`src/rtl/lm_sm_sequencer.sv`:
```
// Load/store-multiple sequencer: walks a register mask R0..R7, one memory transaction per set bit.
// Latency 2 + 2*N cycles from start to done (zero-wait); each mem_ready=0 cycle in XFER stretches it by one.
module lm_sm_sequencer #(
    parameter int DATA_W    = 16,
    parameter int ADDR_W    = 16,
    parameter int NREG      = 8,
    parameter int ADDR_STEP = 1
) (
    input  logic                      clk,
    input  logic                      reset,
    input  logic                      start,
    input  logic                      is_store,
    input  logic [ADDR_W-1:0]         base_addr,
    input  logic [NREG-1:0]           reg_mask,
    output logic [$clog2(NREG)-1:0]   rf_addr,
    input  logic [DATA_W-1:0]         rf_rdata,
    output logic [DATA_W-1:0]         rf_wdata,
    output logic                      rf_write_n,
    output logic [ADDR_W-1:0]         mem_addr,
    output logic                      mem_rd,
    output logic                      mem_wr,
    output logic [DATA_W-1:0]         mem_wdata,
    input  logic [DATA_W-1:0]         mem_rdata,
    input  logic                      mem_ready,
    output logic                      busy,
    output logic                      done,
    output logic [$clog2(NREG+1)-1:0] xfer_count
);

    localparam int IDX_W = $clog2(NREG);
    localparam int CNT_W = $clog2(NREG + 1);

    typedef enum logic [1:0] {
        S_IDLE,
        S_SCAN,
        S_XFER,
        S_DONE
    } state_t;

    state_t            state;
    state_t            state_nx;
    logic [NREG-1:0]   mask_r;
    logic              store_r;
    logic [IDX_W-1:0]  low_idx;

    // Lowest set bit of the remaining mask; iterating downward leaves the smallest index.
    always_comb begin
        low_idx = '0;
        for (int i = NREG - 1; i >= 0; i--) begin
            if (mask_r[i]) begin
                low_idx = IDX_W'(i);
            end
        end
    end

    always_ff @(posedge clk) begin
        if (reset) begin
            state <= S_IDLE;
        end else begin
            state <= state_nx;
        end
    end

    always_comb begin
        state_nx = state;
        unique case (state)
            S_IDLE: if (start) state_nx = S_SCAN;
            S_SCAN: state_nx = (mask_r == '0) ? S_DONE : S_XFER;
            S_XFER: if (mem_ready) state_nx = S_SCAN;
            S_DONE: state_nx = S_IDLE;
            default: state_nx = S_IDLE;
        endcase
    end

    always_ff @(posedge clk) begin
        if (reset) begin
            mask_r     <= '0;
            store_r    <= 1'b0;
            mem_addr   <= '0;
            rf_addr    <= '0;
            xfer_count <= '0;
        end else begin
            unique case (state)
                S_IDLE: begin
                    if (start) begin
                        mask_r     <= reg_mask;
                        store_r    <= is_store;
                        mem_addr   <= base_addr;
                        xfer_count <= '0;
                    end
                end
                S_SCAN: begin
                    if (mask_r != '0) begin
                        rf_addr <= low_idx;
                    end
                end
                S_XFER: begin
                    if (mem_ready) begin
                        mask_r[rf_addr] <= 1'b0;
                        mem_addr        <= mem_addr + ADDR_W'(ADDR_STEP);
                        xfer_count      <= xfer_count + CNT_W'(1);
                    end
                end
                default: ;
            endcase
        end
    end

    // Strobes decode the registered state only; the register write additionally qualifies on mem_ready.
    always_comb begin
        busy       = (state == S_SCAN) || (state == S_XFER);
        done       = (state == S_DONE);
        mem_rd     = (state == S_XFER) && !store_r;
        mem_wr     = (state == S_XFER) && store_r;
        rf_write_n = !((state == S_XFER) && !store_r && mem_ready);
    end

    assign rf_wdata  = mem_rdata;
    assign mem_wdata = rf_rdata;

endmodule
```
`config.mk`:
```
export PLATFORM = sky130hd
export DESIGN_NAME = lm_sm_sequencer
export DESIGN_NICKNAME = d
export VERILOG_FILES = /design/src/rtl/lm_sm_sequencer.sv
export SDC_FILE = /design/constraint.sdc
export NUM_CORES = 1
export LEC_CHECK = 0
export ABC_AREA = 1
export ABC_CLOCK_PERIOD_IN_PS = 3040
export CORE_UTILIZATION = 43
export CTS_CLUSTER_DIAMETER = 50
export CTS_CLUSTER_SIZE = 40
export DETAILED_ROUTE_END_ITERATION = 8
export GPL_ROUTABILITY_DRIVEN = 0
export PLACE_DENSITY = 0.85
export SYNTH_ARGS = -nofsm -noshare
export SYNTH_HDL_FRONTEND = slang
export SYNTH_SLANG_ARGS = --single-unit
```
`constraint.sdc`:
```
create_clock -name clk -period 3.04 [get_ports clk]
set_input_delay 0.304 -clock clk [delete_from_list [all_inputs] [get_ports clk]]
set_output_delay 0.304 -clock clk [all_outputs]
set_load 0.01 [all_outputs]
```
### Yosys cells after proc, flatten, opt, wreduce, memory -nomap -nowiden

Cells that the tools add are included.

| word-level totals | value |
|---|---|
| flip-flop bits (word level) | 34 |
| bits in latches | 0 |
| bits in writable memories | 0 |
| bits in read-only memories | 0 |
| input port bits | 61 |
| logic and storage cells | 55 |
| memories kept | 0 |

| operators by class | value |
|---|---|
| add/sub/neg operators | 2 |
| $mul | 0 |
| div/mod/pow operators | 0 |
| magnitude comparators | 2 |
| equality and inequality tests | 5 |
| shift operators | 0 |
| mux-type cells | 23 |
| bitwise logic cells | 2 |
| reductions and logical operators | 15 |

Operator list:

| cell | count |
|---|---|
| two-way mux 16 bit | 2 |
| case mux 16 bit (2 select lines) | 1 |
| two-way mux 3 bit | 8 |
| adder 16 x 1 -> 16 bit (second input constant) | 1 |
| two-way mux 8 bit | 2 |
| case mux 8 bit (2 select lines) | 1 |
| bitwise AND 8 bit | 1 |
| logical NOT 8 bit | 1 |
| two-way mux 4 bit | 2 |
| inverter 8 bit | 1 |
| case mux 2 bit (4 select lines) | 1 |
| case mux 4 bit (2 select lines) | 1 |
| nonzero test 8 bit | 1 |
| AND reduction 2 bit | 3 |
| adder 4 x 1 -> 4 bit (second input constant) | 1 |
| == test 2 bit (second input constant) | 2 |
| logical AND 1 bit | 4 |
| less-than comparator 3 x 4 -> 1 bit (second input constant) | 1 |
| two-way mux 2 bit | 2 |
| != test 2 bit (second input constant) | 2 |
| demux 1 bit (select 3 bit) | 1 |
| >= comparator 3 x 1 -> 1 bit (second input constant) | 1 |
| AND reduction 3 bit | 1 |
| == test 2 x 1 -> 1 bit (second input constant) | 1 |
| other kinds (5) | 7 |

### Longest topological paths before layout

Gate-level depths: netlist of the first run.

| logic depth | value |
|---|---|
| depth after elaboration | 8 |
| mapped depth | 9 |
| gate-level depth less buffers | 9 |

### Worst setup path after synthesis of the first run

Ideal clock, no wire load.

| timing path | value |
|---|---|
| path type | flip-flop to output port |
| start point | reg state[0] |
| end point | out rf_write_n |
| arrival time | 1.337 ns |
| data required time | 2.736 ns |
| slack | 1.399 ns |
| stages on the path, launching flop included | 8 |
| buffers on the path | 2 |
| cells stage by stage | dfxtp_1 inv_1 ha_1 inv_2 buf_2 buf_2 nor2_1 nand2_1 |

| on the way | value |
|---|---|
| word-level cells in the longest chain between the ends | 4 |

RTL lines:

| what | line | source |
|---|---|---|
| start: declaration | 40 | `state_t state;` |
| start signal: assignment | 60 | `state <= state_nx;` |
| == test 2 bit | - |  |
| logical AND 1 bit | - |  |
| named net mem_rd | 20 | `output logic mem_rd,` |
| logical AND 1 bit | 115 | `rf_write_n = !((state == S_XFER) && !store_r && mem_ready);` |
| logical NOT 1 bit | 115 |  |
| end: declaration | 18 | `output logic rf_write_n,` |

The timed path passes the listed nets, and every way through them passes these cells.

### Worst setup path after layout of the first run

| timing path | value |
|---|---|
| start point | reg state[0] |
| end point | out rf_write_n |

| on the way | value |
|---|---|
| word-level cells in the longest chain between the ends | 4 |

RTL lines:

| what | line |
|---|---|
| == test 2 bit | 115 |
| logical AND 1 bit (2 in a row) | 115 |
| logical NOT 1 bit | 115 |

Every way passes these cells.

==> PnR_summary.wiki, run 1 <==
{| class="wikitable"
! Metric !! Value
|-
| Clock buffer count from CTS || 5
|-
| Wire length of the first global-routing pass || between 9000 and 10000 µm
|-
| Count leader, synth || nand2_1
|-
| RSZ-0062 raised after global routing || false
|-
| Slew at the pin with the worst max-slew slack || between 0.6 and 0.7 ns
|-
| Initial antenna violation count || 0
|-
| Buffer type at the clock tree root || clkbuf_8
|-
| TNS Setup || 0 ns
|-
| Initial detailed-routing violation count || 251
|-
| Via count of the first global-routing pass || 2141
|-
| Remaining DRCs || 0
|-
| Endpoint arrival time on the critical path || approximately 2 ns
|-
| Total power density per cell area || between 800 and 900 nW/µm²
|-
| Core Util, Final || 0.551
|-
| CORE AREA || approximately 4900 µm²
|-
| Setup clock skew after layout || between 0.005 and 0.006 ns
|-
| Remaining max-slew budget at the tightest pin || 0.594
|-
| Dominant combinational cell family by area after synthesis || simple AND/OR/NAND/NOR gates
|-
| Fraction of registers with async set/reset || 0
|-
| Mean routed wirelength per cell || roughly 13 µm
|-
| Top cells by count, synth || nand2_1 (75), nor2_1 (38), dfxtp_1 (34)
|-
| Final critical-path required period || between 2 and 2.5 ns
|-
| Final WS setup || just under 0.8 ns
|-
| Post-synthesis register bit count || 34
|-
| Vias after detailed routing || ~2.2k
|-
| Clock Tree Buf Depth || 2
|-
| Effective utilization at floorplan || 0.462
|-
| Final worst path period share || 0.742
|-
| Synthesized area || between 2000 and 2500 µm²
|-
| Per-instance average area after synthesis || 6.67 µm²
|-
| Clock-pin slew on the worst setup and hold paths || roughly 0.060 ns
|-
| Fraction of synthesized cell area in xor and xnor cells || 0.00389
|-
| TritonCTS clock tree || done
|-
| Layout Area Growth over Synthesis || 19.4%
|-
| Kind of end point of the critical path || primary output
|-
| Final count of negative-setup-slack endpoints || 0
|-
| EDFF count, synth || 0
|-
| Top cells by area in the synthesized netlist || dfxtp_1 (30%), nand2_1 (12%), buf_4 (11%)
|-
| Synthesized-area fraction occupied by ao, oa, aoi and oai cells || 0.208
|-
| Total number of placement rows || 25
|-
| Type of origin of the critical path || register
|-
| Final HPWL from detailed placement || about 4100 µm
|-
| Proportion of layout cells with a drive suffix above 1 || 0.0528
|-
| Vias per std cell || about 5.2
|-
| Required time at the worst-slack endpoint || between 2 and 3 ns
|-
| Top FF cell, synth || dfxtp_1
|-
| Remaining antenna violation count after routing || 0
|-
| Number of clock sinks || 34
|-
| Synth area leader || dfxtp_1
|-
| Fraction of synthesized cell area taken by the top area cell type || 0.302
|-
| Antenna fix cells || 0
|-
| Maximum vdd ir drop || 0.482 mV
|-
| Cell count after synthesis || roughly 340
|-
| Ports || roughly 120
|-
| Max-cap check violation count || 0
|-
| Final hold vios || 0
|-
| Worst setup path class || register to primary output
|-
| Floorplan die area || between 5000 and 6000 µm²
|-
| Worst skew pair latency || approximately 0.29 ns
|-
| Number of warnings issued by yosys || 0
|-
| Run status || complete, no violations
|-
| Number of I/O port buffers || 56
|-
| Detailed Route WL || 5590 µm
|-
| Total global-route track usage || 0.219
|-
| Overall overflow remaining after global route || 0
|-
| Largest fanout of any net on the critical path || 20
|-
| Largest net degree at the start of global routing || 33
|-
| Total leakage power || 1.06 nW
|-
| Post-Synth Simple-Gate Area || 0.260
|-
| Distinct cells, synth || 32
|-
| Post-CTS setup buffer count || 0
|-
| Post-cts resize count || 0
|-
| Die X || roughly 74 µm
|-
| Final-report max-slew violation count || 0
|-
| Synthesized-area fraction occupied by adder cells || 0.0333
|-
| Fraction of the yosys area taken by sequential cells || 0.302
|-
| Post-Syn Nets || slightly above 400
|-
| Mux contribution to synthesized area || 0
|-
| Number of nets at the end of the flow || between 400 and 500
|-
| Max frequency || 443 MHz
|-
| Worst Setup Slack post-DPL || 0.864 ns
|-
| TritonRoute pass-1 iters || 4
|-
| Quantity of hold-fixing buffers added after cts || 0
|-
| Type of the tightest min-delay check || register to register
|-
| Die boundary height || ~74 µm
|-
| Total number of H-tree levels || 2
|}
-- per-layer routing --
layer  global-route usage  vias up  part of all wire
li1                     -     1117                 -
met1                0.279      978              0.44
met2                0.355      101              0.47
met3               0.0542       10             0.071
met4               0.0881        0             0.015
met5                    0        -                 0
-- layout by cell type, fill, tap and decap left out, types with 2 or more instances in the layout --
master,synthesis,layout
a21oi_1,29,29
a221oi_2,4,4
a22o_1,2,2
buf_4,33,2
clkbuf_1,3,2
clkbuf_8,0,5
clkdlybuf4s50_1,0,56
dfxtp_1,34,34
ha_1,6,6
inv_1,33,33
nand2_1,75,75
nand3_1,18,18
nand4_1,5,5
nor2_1,38,38
o21ai_0,24,24
o21ai_1,3,3
o22ai_1,8,8
or2_2,3,3
-- final timing paths --
kind	startpoint	end	slack [ns]	cells past startpoint
setup / recovery	state[0]	rf_write_n	0.78	6
hold / removal	mask_r[7]	mask_r[7]	0.48	2
setup reg to reg	state[0]	xfer_count[3]	0.80	9
hold reg to reg	mask_r[7]	mask_r[7]	0.48	2
-- state kept, by name, summed over array words and instances, names as in the netlist --
signal / cells
mem_addr: 16
mask_r: 8
xfer_count: 4
rf_addr: 3
state: 2
store_r: 1
-- through the flow --
stage | total power [W] | area, µm² | hold slack [ns] | cells
after floorplan | 0.00165 | 2250 | 0.454 | 338
after global placement | 0.00200 | 2610 | 0.472 | 420
after detailed placement | 0.00204 | 2610 | 0.475 | 420
after CTS | 0.00237 | 2690 | 0.484 | 427
after global routing | 0.00256 | 2690 | 0.530 | 427
final | 0.00237 | 2690 | 0.483 | 427
-- worst max-delay path: stages (launching register included) --
cell,delay [ns]
dfxtp_1,0.38
inv_1,0.08
ha_1,0.22
inv_2,0.27
nor2_1,0.10
nand2_1,0.08
clkdlybuf4s50_1,0.53
-- cell type report --
class	count	area, µm²
flip-flops and latches	34	681
inverters	35	134
fillers	462	2190
clock buffers	7	76.3
well taps	67	83.8
repair buffers	58	576
multi-input cells	226	1140
-- power breakdown --
| part | internal (W) | leakage (nW) | switching [W] | total (W) |
|---|---|---|---|---|
| sequential | 0.000605 | 0.280 | 0.000170 | 0.000775 |
| clock | 0.000158 | 0.0383 | 0.000164 | 0.000322 |
| combinational | 0.000543 | 0.738 | 0.000731 | 0.00127 |
| total | 0.00131 | 1.06 | 0.00106 | 0.00237 |
-- cells by family after synthesis --
kind of cell               Yosys count
adders and majority gates            6
AOI/OAI and AO/OA                   77
buffers and inverters               78
xor gates and xnor gates             1
and+or+nand+nor                    142
DFF                                 34
Power figures use the tool's default switching activity.
==> run 2, diff against run 1 <==
Settings changed: ABC_CLOCK_PERIOD_IN_PS 3040 to 2100, CORE_UTILIZATION 43 to 40, PLACE_DENSITY 0.85 to 0.8.
Clock period 3.04 ns to 2.1 ns, I/O delays scaled along.
==> run 2 against run 1 <==
  * Cell area grew 1.0%
  * Flip-flop and latch count is the same
  * Register-to-register slack lost 0.48 ns
  * Die area rose by 7.3%
  * Routed wire length down 3.0%
  * Via count down 0.59%
  * Critical endpoint is now mem_rd
  * First-iteration DRC count down 47%
  * Non-clock buffer count is 2 higher
  * Critical path type unchanged
  * Core utilization decreased by 3.6 points
  * Critical path depth down 1
  * Combinational power rose by 46%
  * Worst hold slack worse by 0.063 ns
==> PnR_summary.wiki, run 2 (synthesis results as in run 1) <==
{| class="wikitable"
! Metric !! Value
|-
| Most frequent standard cell in the layout excluding fill and tap cells || nand2_1
|-
| Max frequency || approximately 500 MHz
|-
| Run status || complete, no violations
|-
| Final count of negative-setup-slack endpoints || 0
|-
| Detailed Route WL || between 5000 and 6000 µm
|-
| Largest net degree at the start of global routing || 27
|-
| Largest fanout of any net on the critical path || 8
|-
| Number of clock sinks || 34
|-
| Register-to-Register Setup Slack || 0.32 ns
|-
| Remaining DRCs || 0
|-
| Endpoint arrival time on the critical path || between 1.5 and 2 ns
|-
| Antenna fix cells || 0
|-
| Final-report max-slew violation count || 0
|-
| TNS Setup || 0 ns
|-
| Total leakage power || ~1.1 nW
|-
| Final critical-path required period || 1.95 ns
|-
| TritonRoute pass-1 iters || 4
|-
| Initial detailed-routing violation count || roughly 130
|-
| Die boundary height || between 70 and 80 µm
|-
| Clock-pin slew on the worst setup and hold paths || around 0.070 ns
|-
| Final HPWL from detailed placement || around 3900 µm
|-
| Slew at the pin with the worst max-slew slack || a little under 0.4 ns
|-
| TritonCTS clock tree || done
|-
| Clock Tree Buf Depth || 2
|-
| Quantity of hold-fixing buffers added after cts || 0
|-
| RSZ-0062 raised after global routing || false
|-
| Setup clock skew after layout || approximately 0.0053 ns
|-
| Reg with most FFs || mem_addr
|-
| Total power density per cell area || ~1300 nW/µm²
|-
| Number of I/O port buffers || 56
|-
| Required time at the worst-slack endpoint || about 1.9 ns
|-
| Final worst path period share || 0.928
|-
| Final standard cell count with taps included and fillers excluded || roughly 430
|-
| Post-placement cell count || between 400 and 500
|-
| Proportion of layout cells with a drive suffix above 1 || 0.0637
|-
| Layout Area Growth over Synthesis || 20.6%
|-
| Floorplan die area || slightly below 6000 µm²
|-
| CORE AREA || about 5300 µm²
|-
| Vias after detailed routing || 2193
|-
| Total number of H-tree levels || 2
|-
| Kind of end point of the critical path || primary output
|-
| Initial antenna violation count || 0
|-
| Clock buffer count from CTS || 5
|-
| Total global-route track usage || 0.198
|-
| Overall overflow remaining after global route || 0
|-
| Type of origin of the critical path || register
|-
| Max-cap check violation count || 0
|-
| Ports || about 120
|-
| Buffer type at the clock tree root || clkbuf_8
|-
| Vias per std cell || about 5
|-
| Total design power || between 0.003 and 0.004 W
|-
| Worst setup path class || register to primary output
|-
| Type of the tightest min-delay check || primary input to primary output
|-
| Maximum vdd ir drop || approximately 0.50 mV
|-
| Die X || 77.1 µm
|-
| Effective utilization at floorplan || 0.428
|-
| Remaining max-slew budget at the tightest pin || 0.734
|-
| Core Util, Final || 0.516
|-
| Final hold vios || 0
|-
| Remaining antenna violation count after routing || 0
|-
| Highest-count cells in the layout ignoring fill and taps || nand2_1 (75), clkdlybuf4s50_1 (56), nor2_1 (38), dfxtp_1 (34), inv_1 (33)
|-
| Wire length of the first global-routing pass || 9550 µm
|-
| Worst skew pair latency || roughly 0.28 ns
|-
| Number of flip-flops in the largest register || 16
|-
| Min Hold Slack || roughly 0.42 ns
|-
| Via count of the first global-routing pass || between 2k and 2.5k
|-
| Number of nets at the end of the flow || around 430
|-
| Biggest regs || mem_addr: 16 flops, mask_r: 8 flops, xfer_count: 4 flops
|-
| Total number of placement rows || 26
|-
| Mean routed wirelength per cell || 12.6 µm
|}
-- run 2: cell count changes in the layout (fill, tap and decap cells not counted), sizes merged --
cell	delta
clkbuf	-1
buf	+2
-- run 2: final cells by class --
cell class / instances / area, µm²
clock buffers: 6 / 82.6
fillers: 548 / 2550
inverters: 35 / 134
multi-input cells: 226 / 1140
flip-flops and latches: 34 / 681
well taps: 70 / 87.6
repair buffers: 60 / 591
-- run 2: metal layers --
layer  part of all wire  wire (µm)  GRT usage  vias up
li1                   -          -          -     1122
met1               0.47       2520      0.260      986
met2               0.45       2420      0.307       73
met3              0.068        368     0.0500       12
met4              0.019        103     0.0830        0
met5                  0          0          0        -
-- run 2: final timing paths --
check / startpoint / depth (start not counted) / end
worst max-delay path: state[0] / 5 / mem_rd
worst min-delay path: rf_rdata[0] / 0 / mem_wdata[0]
worst max register to register: state[0] / 8 / xfer_count[2]
worst min register to register: mask_r[7] / 2 / mask_r[7]
-- run 2: what timing repair did --
item                                    4_1_cts  5_1_grt
resized for setup                             0        1
endpoints found under the setup margin        0        2
buffers inserted                              0        0
-- run 2: power by group --
group          internal [W]  leakage [nW]  switching (W)
logic              0.000817         0.746        0.00103
registers          0.000876         0.280       0.000244
clock network      0.000253        0.0431       0.000234
total               0.00195          1.07        0.00151
-- run 2: critical path, stage by stage, from the launching register on --
cell             delay [ns]
dfxtp_1                0.33
inv_1                  0.09
ha_2                   0.27
inv_2                  0.08
nor2_1                 0.13
clkdlybuf4s50_1        0.56
-- run 2: per-stage QoR --
stage | instance area, µm² | setup WS [ns]
global placement | 2630 | 0.321
finish | 2720 | 0.152
CTS | 2720 | 0.0583
detailed placement | 2630 | 0.285
floorplan | 2250 | 0.553
global route | 2720 | 0.0238
